==> src/rtl/input_conditioner.sv <==
// input_conditioner: synchronises, debounces and edge-detects WIDTH asynchronous inputs.
module input_conditioner #(
    parameter int WIDTH = 4,
    parameter int SYNC_STAGES = 2,
    parameter int DEBOUNCE_CYCLES = 4
) (
    input  logic             clk,
    input  logic             rst,
    input  logic [WIDTH-1:0] din,
    output logic [WIDTH-1:0] dout,
    output logic [WIDTH-1:0] rise,
    output logic [WIDTH-1:0] fall,
    output logic             changed
);
    localparam int CNT_W = $clog2(DEBOUNCE_CYCLES + 1);
    localparam logic [CNT_W-1:0] LAST = CNT_W'(DEBOUNCE_CYCLES - 1);
    logic [WIDTH-1:0] sync [SYNC_STAGES];
    logic [WIDTH-1:0] s, diff, hit;
    logic [CNT_W-1:0] cnt [WIDTH];
    assign s = sync[SYNC_STAGES-1];
    assign diff = s ^ dout;
    always_ff @(posedge clk or posedge rst)
        if (rst) begin
            for (int k = 0; k < SYNC_STAGES; k++) sync[k] <= '0;
        end else begin
            sync[0] <= din;
            for (int k = 1; k < SYNC_STAGES; k++) sync[k] <= sync[k-1];
        end
    // a channel flips once its disagreement has lasted DEBOUNCE_CYCLES edges
    always_comb begin
        hit = '0;
        for (int i = 0; i < WIDTH; i++) hit[i] = diff[i] && (cnt[i] == LAST);
    end
    always_ff @(posedge clk or posedge rst)
        if (rst) begin
            dout <= '0;
            rise <= '0;
            fall <= '0;
            changed <= 1'b0;
            for (int i = 0; i < WIDTH; i++) cnt[i] <= '0;
        end else begin
            dout <= dout ^ hit;
            rise <= hit & s;
            fall <= hit & ~s;
            changed <= |hit;
            for (int i = 0; i < WIDTH; i++) cnt[i] <= (diff[i] && !hit[i]) ? cnt[i] + CNT_W'(1) : '0;
        end
endmodule
==> config.mk <==
export PLATFORM = sky130hd
export DESIGN_NAME = input_conditioner
export DESIGN_NICKNAME = d
export VERILOG_FILES = /design/src/rtl/input_conditioner.sv
export SDC_FILE = /design/constraint.sdc
export NUM_CORES = 1
export LEC_CHECK = 0
export BUFFER_PORTS_ARGS = -buffer_cell sky130_fd_sc_hd__buf_2
export CAP_MARGIN = 0
export CORE_ASPECT_RATIO = 0.7
export CORE_MARGIN = 2
export CORE_UTILIZATION = 47
export DETAILED_ROUTE_END_ITERATION = 12
export GPL_ROUTABILITY_DRIVEN = 1
export PLACE_DENSITY_LB_ADDON = 0.25
export REMOVE_ABC_BUFFERS = 1
export SLEW_MARGIN = 10
export SYNTH_ARGS = -nofsm -noshare
export SYNTH_HDL_FRONTEND = slang
export SYNTH_SLANG_ARGS = --single-unit
==> constraint.sdc <==
create_clock -name clk -period 1.4 [get_ports clk]
set_input_delay 0.35 -clock clk [delete_from_list [all_inputs] [get_ports clk]]
set_output_delay 0.35 -clock clk [all_outputs]
set_load 0.01 [all_outputs]
==> results of run 1 <==
cells in the final DEF, fill, tap and decap left out:
cell / count
o21ai_0: 4
clkbuf_4: 5
nor3b_1: 4
a22oi_1: 2
bufinv_16: 1
dfrtp_1: 33
nand2_1: 5
clkbuf_1: 1
xor2_1: 4
buf_2: 18
nor2_1: 16
buf_4: 1
ha_1: 8
nand2b_1: 4
clkbuf_8: 1
inv_1: 13
final cells by class:
cell class / count / area, sq um
clock buffer: 7 / 55.05
multi-input combinational: 47 / 304.0
timing repair buffer: 19 / 97.59
fill: 202 / 1017
sequential: 33 / 825.8
inverter: 13 / 48.80
tap: 34 / 42.54
clock inverter: 1 / 30.03
per-layer routing:
metal  vias to the layer above  global-route usage
li1                        340                   -
met1                       317              0.1503
met2                        14              0.1750
met3                         2             0.08168
met4                         0             0.07826
met5                         -                   0
worst paths after layout:
check | start | end | slack, ps | depth (start not counted)
setup / recovery | register | dout[0] | 150 | 1
hold / removal | rst | rise[3]$_DFF_PP0_ | 90 | 3
setup reg to reg | cnt[9]$_DFF_PP0_ | changed$_DFF_PP0_ | 190 | 4
hold reg to reg | sync[5]$_DFF_PP0_ | s[1]$_DFF_PP0_ | 360 | 0
max in group asynchronous | rst | cnt[2]$_DFF_PP0_ | 1020 | 3
min in group clk | din[1] | sync[5]$_DFF_PP0_ | 130 | 1
cell usage after synthesis:
master     n  area (sq um)
a22oi_1    2         15.01
dfrtp_1   33         825.8
ha_1       8         100.1
inv_1     13         48.80
nand2_1    5         18.77
nand2b_1   4         25.02
nor2_1    16         60.06
nor3b_1    4         30.03
o21ai_0    4         20.02
xor2_1     4         35.03
through the flow:
step | cell area [sq um] | power [W] | instances | hold WS [ps]
4_1_cts | 1404 | 0.002627 | 154 | 94.13
3_3_place_gp | 1319 | 0.001857 | 146 | 336.9
5_1_grt | 1404 | 0.002797 | 154 | 82.72
6_report | 1404 | 0.002573 | 154 | 93.62
3_5_place_dp | 1319 | 0.001891 | 146 | 339.5
2_1_floorplan | 1179 | 0.001703 | 93 | 331.2
worst reg2reg max path: cells and delay by family, from the launching register on:
kind,cells,cell delay (ps)
DFF,1,390
AOI/OAI and AO/OA,1,220
adders and majority gates,2,420
and+or+nand+nor,1,80
cells by family after synthesis:
family | count (synthesis)
flip-flops | 33
AND/OR/NAND/NOR | 29
buffers and inverters | 13
adder cells (fa/ha/maj) | 8
AO/OA/AOI/OAI | 6
XOR/XNOR | 4
power groups by stage:
| stage | registers (W) | logic [W] | clock network, W |
|---|---|---|---|
| detailed placement | 0.00130 | 0.000591 | 0 |
| floorplan | 0.00132 | 0.000383 | 0 |
| global route | 0.00130 | 0.000685 | 0.000811 |
| global placement | 0.00129 | 0.000569 | 0 |
| finish | 0.00127 | 0.000580 | 0.000719 |
| CTS | 0.00128 | 0.000593 | 0.000755 |
==> results by group, run 1 <==
Power and ir drop
  • Sw power: 0.0007421 W
  • Sequential share of power: 0.495
  • Leakage dissipation: 0.7553 nW
  • Sw Share: 0.2884
  • Logic pwr share: 0.225
  • P_int: 0.001831 W
  • Max IR drop VDD: 0.0008360 V
  • Cell Pwr Density: 1833 nW/um^2
  • Clk pwr share: 0.279

Critical path
  • Crit Path Category: reg -> out
  • Startpoint Class: register
  • Highest-delay cell along the critical path: dfrtp_1
  • CP max stage delay: 430 ps
  • CP endpoint kind: output port
  • Crit-path cells: buf_2
  • Worst Path Max Fanout: 4
  • Critical path's top delay family: flip-flops
  • CP arrival: 900 ps
  • Worst endpoint required time: 1050 ps
  • CP Buf/Inv Count: 1

Layout
  • Synth-to-layout area growth: 19.11%
  • NumNets Final: 133
  • Layout cells sized above 1: 0.2167
  • Layout Utilization: 0.5798
  • Antenna diode count: 0

Clock network
  • Post-CTS sizing: 0
  • Worst-case clock buffer depth: 2
  • Post-CTS setup buffers: 0
  • CTS tree: yes
  • Worst skew pair latency: 320 ps
  • Hold_buf cts: 0
  • CTS HTree Levels: 2
  • CTS Buf Count: 5
  • Clock slew at reported path FFs: 100 ps
  • Clock tree sinks: 33
  • CTS root buffer: clkbuf_4

Route
  • Met3 Wirelength: 85 um
  • Antenna-violating nets left: 0
  • Vias post-DR: 673
  • DR iter-0 viols: 20
  • Final WL: 1498 um
  • Length of routed met2 wiring: 752 um
  • Routed WL per cell: 9.727 um
  • Via/cell ratio: 4.370
  • DR DRC count: 0
  • DRT Pass-1 Iters: 4
  • WL met1: 646 um
  • Max Used Layer: met4

Yosys
  • Xor and xnor area share after synthesis: 0.02972
  • Gate Count Post-Synth: 93
  • Synth Warn #: 0
  • Seq/Total Area, Yosys: 0.7006
  • Netlist cell types: 10
  • Area fraction in compound gates after synthesis: 0.02972
  • FF+latch count, synth: 33
  • Main combinational cell family by area after synthesis: simple AND/OR/NAND/NOR gates
  • Adder-cell area share of the yosys netlist: 0.08493
  • Mux share of post-synthesis cell area: 0
  • Cell Area, Synth: 1179 sq um
  • Average size of a mapped cell: 12.67 sq um
  • Synth Area in Simple Gates: 0.1136

STA
  • # setup viols final: 0
  • Setup Skew: 6.693 ps
  • Max Slew Vio Count: 0
  • Final worst slack: 152.7 ps
  • Post-Route Setup TNS: 0 ps
  • Worst-Margin Slew: 390.2 ps
  • Final worst path period share: 0.8909
  • Final Hold Viols: 0
  • Max Freq: 0.8018 GHz
  • Worst rel slew slack: 0.7399
  • Final Critical Period: 1247 ps
  • RSZ-0062 raised after global routing: no

GRT
  • GRT Util Overall: 0.1274
  • Largest net degree at the start of global routing: 34
  • Grt ovf: 0
  • First-pass GRT wire length: 2525 um
  • Initial antenna violation count: 0
  • Vias in the first global route: 596

Placement
  • Post-DP HPWL: 1093 um
  • Port bufs: 18
  • GP Congestion: 0.7741
  • Post-Place Setup Slack: 194.4 ps

Die
  • Die area: 2931 sq um
  • Die W: 63.86 um
  • Core area: 2421 sq um
  • Ports: 19
  • Initial Util: 0.4868
  • FP Rows: 15
  • Die Ht: 45.90 um

Run status
  • Status: finished, final reports clean

Job
  • Max cap viols: 0

Worst hold path
  • HP Class: in -> async
Power figures use the tool's default switching activity.
==> run 2, diff against run 1 <==
Settings changed: ABC_AREA from default to 1.
==> run 2 against run 1 <==
Against the previous run: setup slack improved by 25 ps; fmax grew 2.1%; synthesized area increased by 3.3%; first-iteration DRC count increased by 120%; synthesized cell count increased by 22%; critical endpoint is now cnt[9]$_DFF_PP0_; highest routed layer unchanged.
==> results by group, run 2 <==
Clock network
  • Worst-case clock buffer depth: 2 (unchanged)
  • CTS tree: yes
  • Clock tree sinks: 33 (unchanged)
  • CTS Buf Count: 5 (unchanged)
  • CTS HTree Levels: 2 (unchanged)
  • Clock slew at reported path FFs: 60 ps (-40 ps)
  • CTS root buffer: clkbuf_8
  • Post-CTS setup buffers: 0 (unchanged)
  • Worst skew pair latency: 280 ps (-40 ps)
  • Post-CTS sizing: 0 (unchanged)
  • Hold_buf cts: 0 (unchanged)

Yosys
  • Post-synth EDFFs: 0 (unchanged)
  • Cell Area, Synth: 1217 sq um (+3.3%)
  • Seq/Total Area, Yosys: 0.6783 (-0.02232)
  • Gate Count Post-Synth: 113 (+22%)
  • Yosys top cell area share: 0.6783 (-0.02232)
  • Netlist cell types: 9 (-1)
  • Synth cell count leaders: 33 x dfrtp_1, 23 x nand2_1, 22 x inv_1
  • Top-count cell post-synth: dfrtp_1
  • FF+latch count, synth: 33 (unchanged)
  • Average size of a mapped cell: 10.77 sq um (-15%)
  • Synth Warn #: 0 (unchanged)
  • Primary FF master, synth: dfrtp_1
  • Ys async rst share: 1.000 (unchanged)
  • Synth area leader: dfrtp_1
  • Synth area leaders: dfrtp_1 68%, ha_1 8.2%, nand2_1 7.1%

Die
  • Die W: 64.83 um (+1.5%)
  • Die Ht: 46.58 um (+1.5%)
  • Ports: 19 (unchanged)
  • Initial Util: 0.4952 (+0.008344)
  • Die area: 3020 sq um (+3.0%)
  • Core area: 2459 sq um (+1.6%)
  • FP Rows: 15 (unchanged)

STA
  • Worst rel slew slack: 0.7415 (+0.001624)
  • Post-Route Setup TNS: 0 ps (unchanged)
  • Max Slew Vio Count: 0 (unchanged)
  • Worst-Margin Slew: 387.8 ps (-2.436 ps)
  • Setup Skew: 2.030 ps (-4.663 ps)
  • # setup viols final: 0 (unchanged)
  • Final Critical Period: 1222 ps (-25.09 ps)
  • Max Freq: 0.8182 GHz (+2.1%)
  • Final Hold Viols: 0 (unchanged)
  • RSZ-0062 raised after global routing: no
  • Final worst path period share: 0.8730 (-0.01792)

Layout
  • Commonest cells after routing, fill and taps aside: 33 x dfrtp_1, 23 x nand2_1, 22 x inv_1
  • Layout Utilization: 0.5873 (+0.007432)
  • NumNets Final: 153 (+15%)
  • Most common cell after layout, fill and taps aside: dfrtp_1
  • Synth-to-layout area growth: 18.60%
  • Antenna diode count: 0 (unchanged)
  • Layout cells sized above 1: 0.2014 (-0.01523)

Critical path
  • Worst Path Max Fanout: 4 (unchanged)
  • Worst endpoint required time: 1610 ps (+560 ps)
  • Startpoint Class: register
  • R2r endpoint: cnt[9]$_DFF_PP0_
  • Crit Path Category: reg -> reg
  • Start point of the critical path: cnt[9]$_DFF_PP0_
  • CP endpoint kind: register
  • Reg-to-reg critical path startpoint: cnt[9]$_DFF_PP0_
  • R2r setup slk: 180 ps (about the same)
  • CP arrival: 1430 ps (+530 ps)
  • Worst R2R Path Depth: 4 (unchanged)

GRT
  • Largest net degree at the start of global routing: 34 (unchanged)
  • GRT Util Overall: 0.1329 (+0.005509)
  • First-pass GRT wire length: 2711 um (+7.4%)
  • Grt ovf: 0 (unchanged)
  • Initial antenna violation count: 0 (unchanged)
  • Vias in the first global route: 655 (+9.9%)

Placement
  • Port bufs: 18 (unchanged)
  • Post-DP HPWL: 1159 um (+6.0%)
  • GP Congestion: 0.7758 (+0.22%)

Route
  • Via/cell ratio: 4.295 (-1.7%)
  • Final WL: 1573 um (+5.0%)
  • Antenna-violating nets left: 0 (unchanged)
  • DRT Pass-1 Iters: 4 (unchanged)
  • DR DRC count: 0 (unchanged)
  • Vias post-DR: 743 (+10%)
  • Routed WL per cell: 9.092 um (-6.5%)
  • DR iter-0 viols: 44 (+120%)

Power and ir drop
  • Logic pwr share: 0.227 (+0.002)
  • Power Total: 0.002513 W (-2.3%)
  • Sequential share of power: 0.502 (+0.007)
  • Max IR drop VDD: 0.0007594 V (-9.2%)
  • Sw power: 0.0007422 W (about the same)
  • Clk pwr share: 0.271 (-0.008)
  • Sw Share: 0.2953 (+0.006947)
  • P_int: 0.001771 W (-3.3%)
  • Leakage dissipation: 0.8082 nW (+7.0%)
  • Cell Pwr Density: 1741 nW/um^2 (-5.0%)

Job
  • Max cap viols: 0 (unchanged)

Run status
  • Status: finished, final reports clean

Worst hold path
  • HP Class: in -> async
## run 2: kinds of logic (layout without fill, tap and decap cells)
family,count (synthesis),in the layout,synth area share
buffers and inverters,22,48,0.06783
AND/OR/NAND/NOR,46,46,0.1552
AO/OA/AOI/OAI,4,4,0.01644
adder cells (fa/ha/maj),8,8,0.08222
flip-flops,33,33,0.6783
## run 2: worst max-delay path by stage
stage / end / cells past startpoint / slack, ps
final: cnt[9]$_DFF_PP0_ / 4 / 180
after global routing: cnt[9]$_DFF_PP0_ / 4 / 120
after CTS: cnt[9]$_DFF_PP0_ / 4 / 180
after detailed placement: cnt[9]$_DFF_PP0_ / 4 / 190
after global placement: cnt[9]$_DFF_PP0_ / 4 / 240
after floorplan: cnt[10]$_DFF_PP0_ / 4 / 270
## run 2: critical path, stage by stage, from the launching register on
cell      delay, ps
dfrtp_1         390
ha_1            200
ha_1            220
nand3b_2        240
nor2_1          100
## run 2: layer usage
metal	track usage	wire length (um)
met5	0	0
met4	0.1149	51
met3	0.06601	96
met2	0.1959	707
met1	0.1462	718
## run 2: area by class of cell
class / count / area, sq um
clock buffers: 7 / 86.33
fillers: 213 / 1015
inverters: 22 / 82.58
multi-input cells: 58 / 309.0
flip-flops and latches: 33 / 825.8
well taps: 34 / 42.54
repair buffers: 19 / 97.59
## run 2: stage by stage
stage	cell area [sq um]	instances	hold WS [ps]	setup WS, ps
final	1444	173	141.6	177.8
after global routing	1444	173	167.2	121.6
after CTS	1444	173	143.6	175.6
after detailed placement	1358	166	334.7	190.1
after global placement	1358	166	334.3	238.6
after floorplan	1217	113	331.2	271.3
## run 2: power groups by stage
stage,clock [W],sequential (W),combinational [W]
floorplan,0,0.00130,0.000374
global placement,0,0.00127,0.000553
detailed placement,0,0.00128,0.000584
CTS,0.000721,0.00126,0.000586
global route,0.000758,0.00128,0.000677
finish,0.000682,0.00126,0.000570
==> run 3, diff against run 2 <==
Settings changed: CTS_BUF_LIST from default to sky130_fd_sc_hd__clkbuf_2 sky130_fd_sc_hd__clkbuf_4 sky130_fd_sc_hd__clkbuf_8.
==> run 3 against run 2 <==
Against the previous run: setup slack unchanged; clock power increased by 3%; sequential power about the same; wire length about the same; final area increased by 0.26%; clock skew about the same; flip-flop and latch count unchanged; register-to-register slack about the same; die area unchanged; sequential share of layout area decreased by 0.15 points; fmax unchanged; non-clock buffer count unchanged; critical path type unchanged.
==> results by group, run 3 (synthesized netlist as in run 2, its figures left out) <==
Clock network
  • CTS tree: yes
  • Post-CTS sizing: 0 (unchanged)
  • Worst skew pair latency: 280 ps (about the same)
  • Worst-case clock buffer depth: 2 (unchanged)
  • CTS HTree Levels: 2 (unchanged)
  • Post-CTS setup buffers: 0 (unchanged)
  • Clock tree sinks: 33 (unchanged)
  • CTS Buf Count: 5 (unchanged)
  • Clock slew at reported path FFs: 60 ps (about the same)
  • CTS root buffer: clkbuf_8
  • Hold_buf cts: 0 (unchanged)

Run status
  • Status: finished, final reports clean

Route
  • DR iter-0 viols: 44 (unchanged)
  • Final WL: 1572 um (about the same)
  • Routed WL per cell: 9.087 um (about the same)
  • DR DRC count: 0 (unchanged)
  • Antenna-violating nets left: 0 (unchanged)
  • Via/cell ratio: 4.295 (unchanged)
  • DRT Pass-1 Iters: 4 (unchanged)
  • Vias post-DR: 743 (unchanged)

Layout
  • Most common cell after layout, fill and taps aside: dfrtp_1
  • Synth-to-layout area growth: 18.91%
  • NumNets Final: 153 (unchanged)
  • Commonest cells after routing, fill and taps aside: 33 x dfrtp_1, 23 x nand2_1, 22 x inv_1
  • Layout cells sized above 1: 0.2086 (+0.007194)
  • Antenna diode count: 0 (unchanged)
  • Layout Cells excl Fill: 173 (unchanged)

Die
  • Die Ht: 46.58 um (unchanged)
  • FP Rows: 15 (unchanged)
  • Ports: 19 (unchanged)
  • Die area: 3020 sq um (unchanged)
  • Core area: 2459 sq um (unchanged)
  • Die W: 64.83 um (unchanged)
  • Initial Util: 0.4952 (unchanged)

STA
  • Max Freq: 0.8182 GHz (unchanged)
  • Max Slew Vio Count: 0 (unchanged)
  • RSZ-0062 raised after global routing: no
  • Final Hold Viols: 0 (unchanged)
  • # setup viols final: 0 (unchanged)
  • Post-Route Setup TNS: 0 ps (unchanged)
  • Worst-Margin Slew: 387.8 ps (unchanged)
  • Final Critical Period: 1222 ps (unchanged)
  • Setup Skew: 2.035 ps (+0.005050 ps)
  • Worst rel slew slack: 0.7415 (unchanged)
  • Final worst path period share: 0.8730 (unchanged)

Critical path
  • Startpoint Class: register
  • R2r endpoint: cnt[9]$_DFF_PP0_
  • CP endpoint kind: register
  • Reg-to-reg critical path startpoint: cnt[9]$_DFF_PP0_
  • Highest-delay cell along the critical path: dfrtp_1
  • Worst Path Max Fanout: 4 (unchanged)
  • CP max stage delay: 390 ps (about the same)
  • Crit Path Category: reg -> reg
  • Most used cell, CP: ha_1
  • Crit-path cells: ha_1 > ha_1 > nand3b_2 > nor2_1
  • CP arrival: 1430 ps (about the same)
  • Worst endpoint required time: 1610 ps (about the same)
  • R2r setup slk: 180 ps (about the same)
  • Worst R2R Path Depth: 4 (unchanged)

GRT
  • Largest net degree at the start of global routing: 34 (unchanged)
  • Vias in the first global route: 655 (unchanged)
  • First-pass GRT wire length: 2711 um (unchanged)
  • Grt ovf: 0 (unchanged)
  • GRT Util Overall: 0.1329 (unchanged)
  • Initial antenna violation count: 0 (unchanged)

Placement
  • Post-DP HPWL: 1159 um (unchanged)
  • Dpl cells: 166 (unchanged)
  • Port bufs: 18 (unchanged)
  • GP Congestion: 0.7758 (unchanged)

Power and ir drop
  • Leakage dissipation: 0.8116 nW (+0.42%)
  • Max IR drop VDD: 0.0007606 V (+0.15%)
  • Cell Pwr Density: 1749 nW/um^2 (+0.51%)

Worst hold path
  • HP Class: in -> async

Job
  • Max cap viols: 0 (unchanged)
==> run 3: final cells by class <==
cell class,count,area [sq um]
repair buffers,19,97.59
fillers,213,1011
multi-input cells,58,309.0
well taps,34,42.54
inverters,22,82.58
flip-flops and latches,33,825.8
clock buffers,7,90.09
==> run 3: worst max-delay path, delay by kind of cell, from the launching register on <==
kind,cells,cell delay [ps]
fa+ha+maj,2,420
simple gates,2,340
flops,1,390
==> run 3: report_power, final <==
| group | switching (W) | internal [W] |
|---|---|---|
| clock network | 0.000293 | 0.000408 |
| logic | 0.000346 | 0.000224 |
| registers | 0.000103 | 0.00116 |
==> run 3: per-stage QoR <==
stage          setup WS (ps)    util  total power, W  hold slack, ps  instance area [sq um]
2_1_floorplan          271.3       -        0.001674           331.2                   1217
3_3_place_gp           238.6  0.5522        0.001821           334.3                   1358
3_5_place_dp           190.1  0.5522        0.001863           334.7                   1358
4_1_cts                175.6  0.5888        0.002588           143.6                   1448
5_1_grt                121.6  0.5888        0.002738           167.2                   1448
6_report               177.8  0.5888        0.002533           141.6                   1448
==> run 3: worst max-delay path by stage <==
stage,cells past startpoint,end,start
after CTS,4,cnt[9]$_DFF_PP0_,cnt[9]$_DFF_PP0_
final,4,cnt[9]$_DFF_PP0_,cnt[9]$_DFF_PP0_
after global routing,4,cnt[9]$_DFF_PP0_,cnt[9]$_DFF_PP0_
after floorplan,4,cnt[10]$_DFF_PP0_,cnt[9]$_DFF_PP0_
after detailed placement,4,cnt[9]$_DFF_PP0_,cnt[9]$_DFF_PP0_
after global placement,4,cnt[9]$_DFF_PP0_,cnt[9]$_DFF_PP0_
==> run 3: metal layers <==
layer  global-route usage  vias up  wire length (um)
met5                    0        -                 0
met4               0.1149        0                51
met3              0.06601        7                96
met2               0.1959       14               707
met1               0.1462      337               718
li1                     -      385                 -
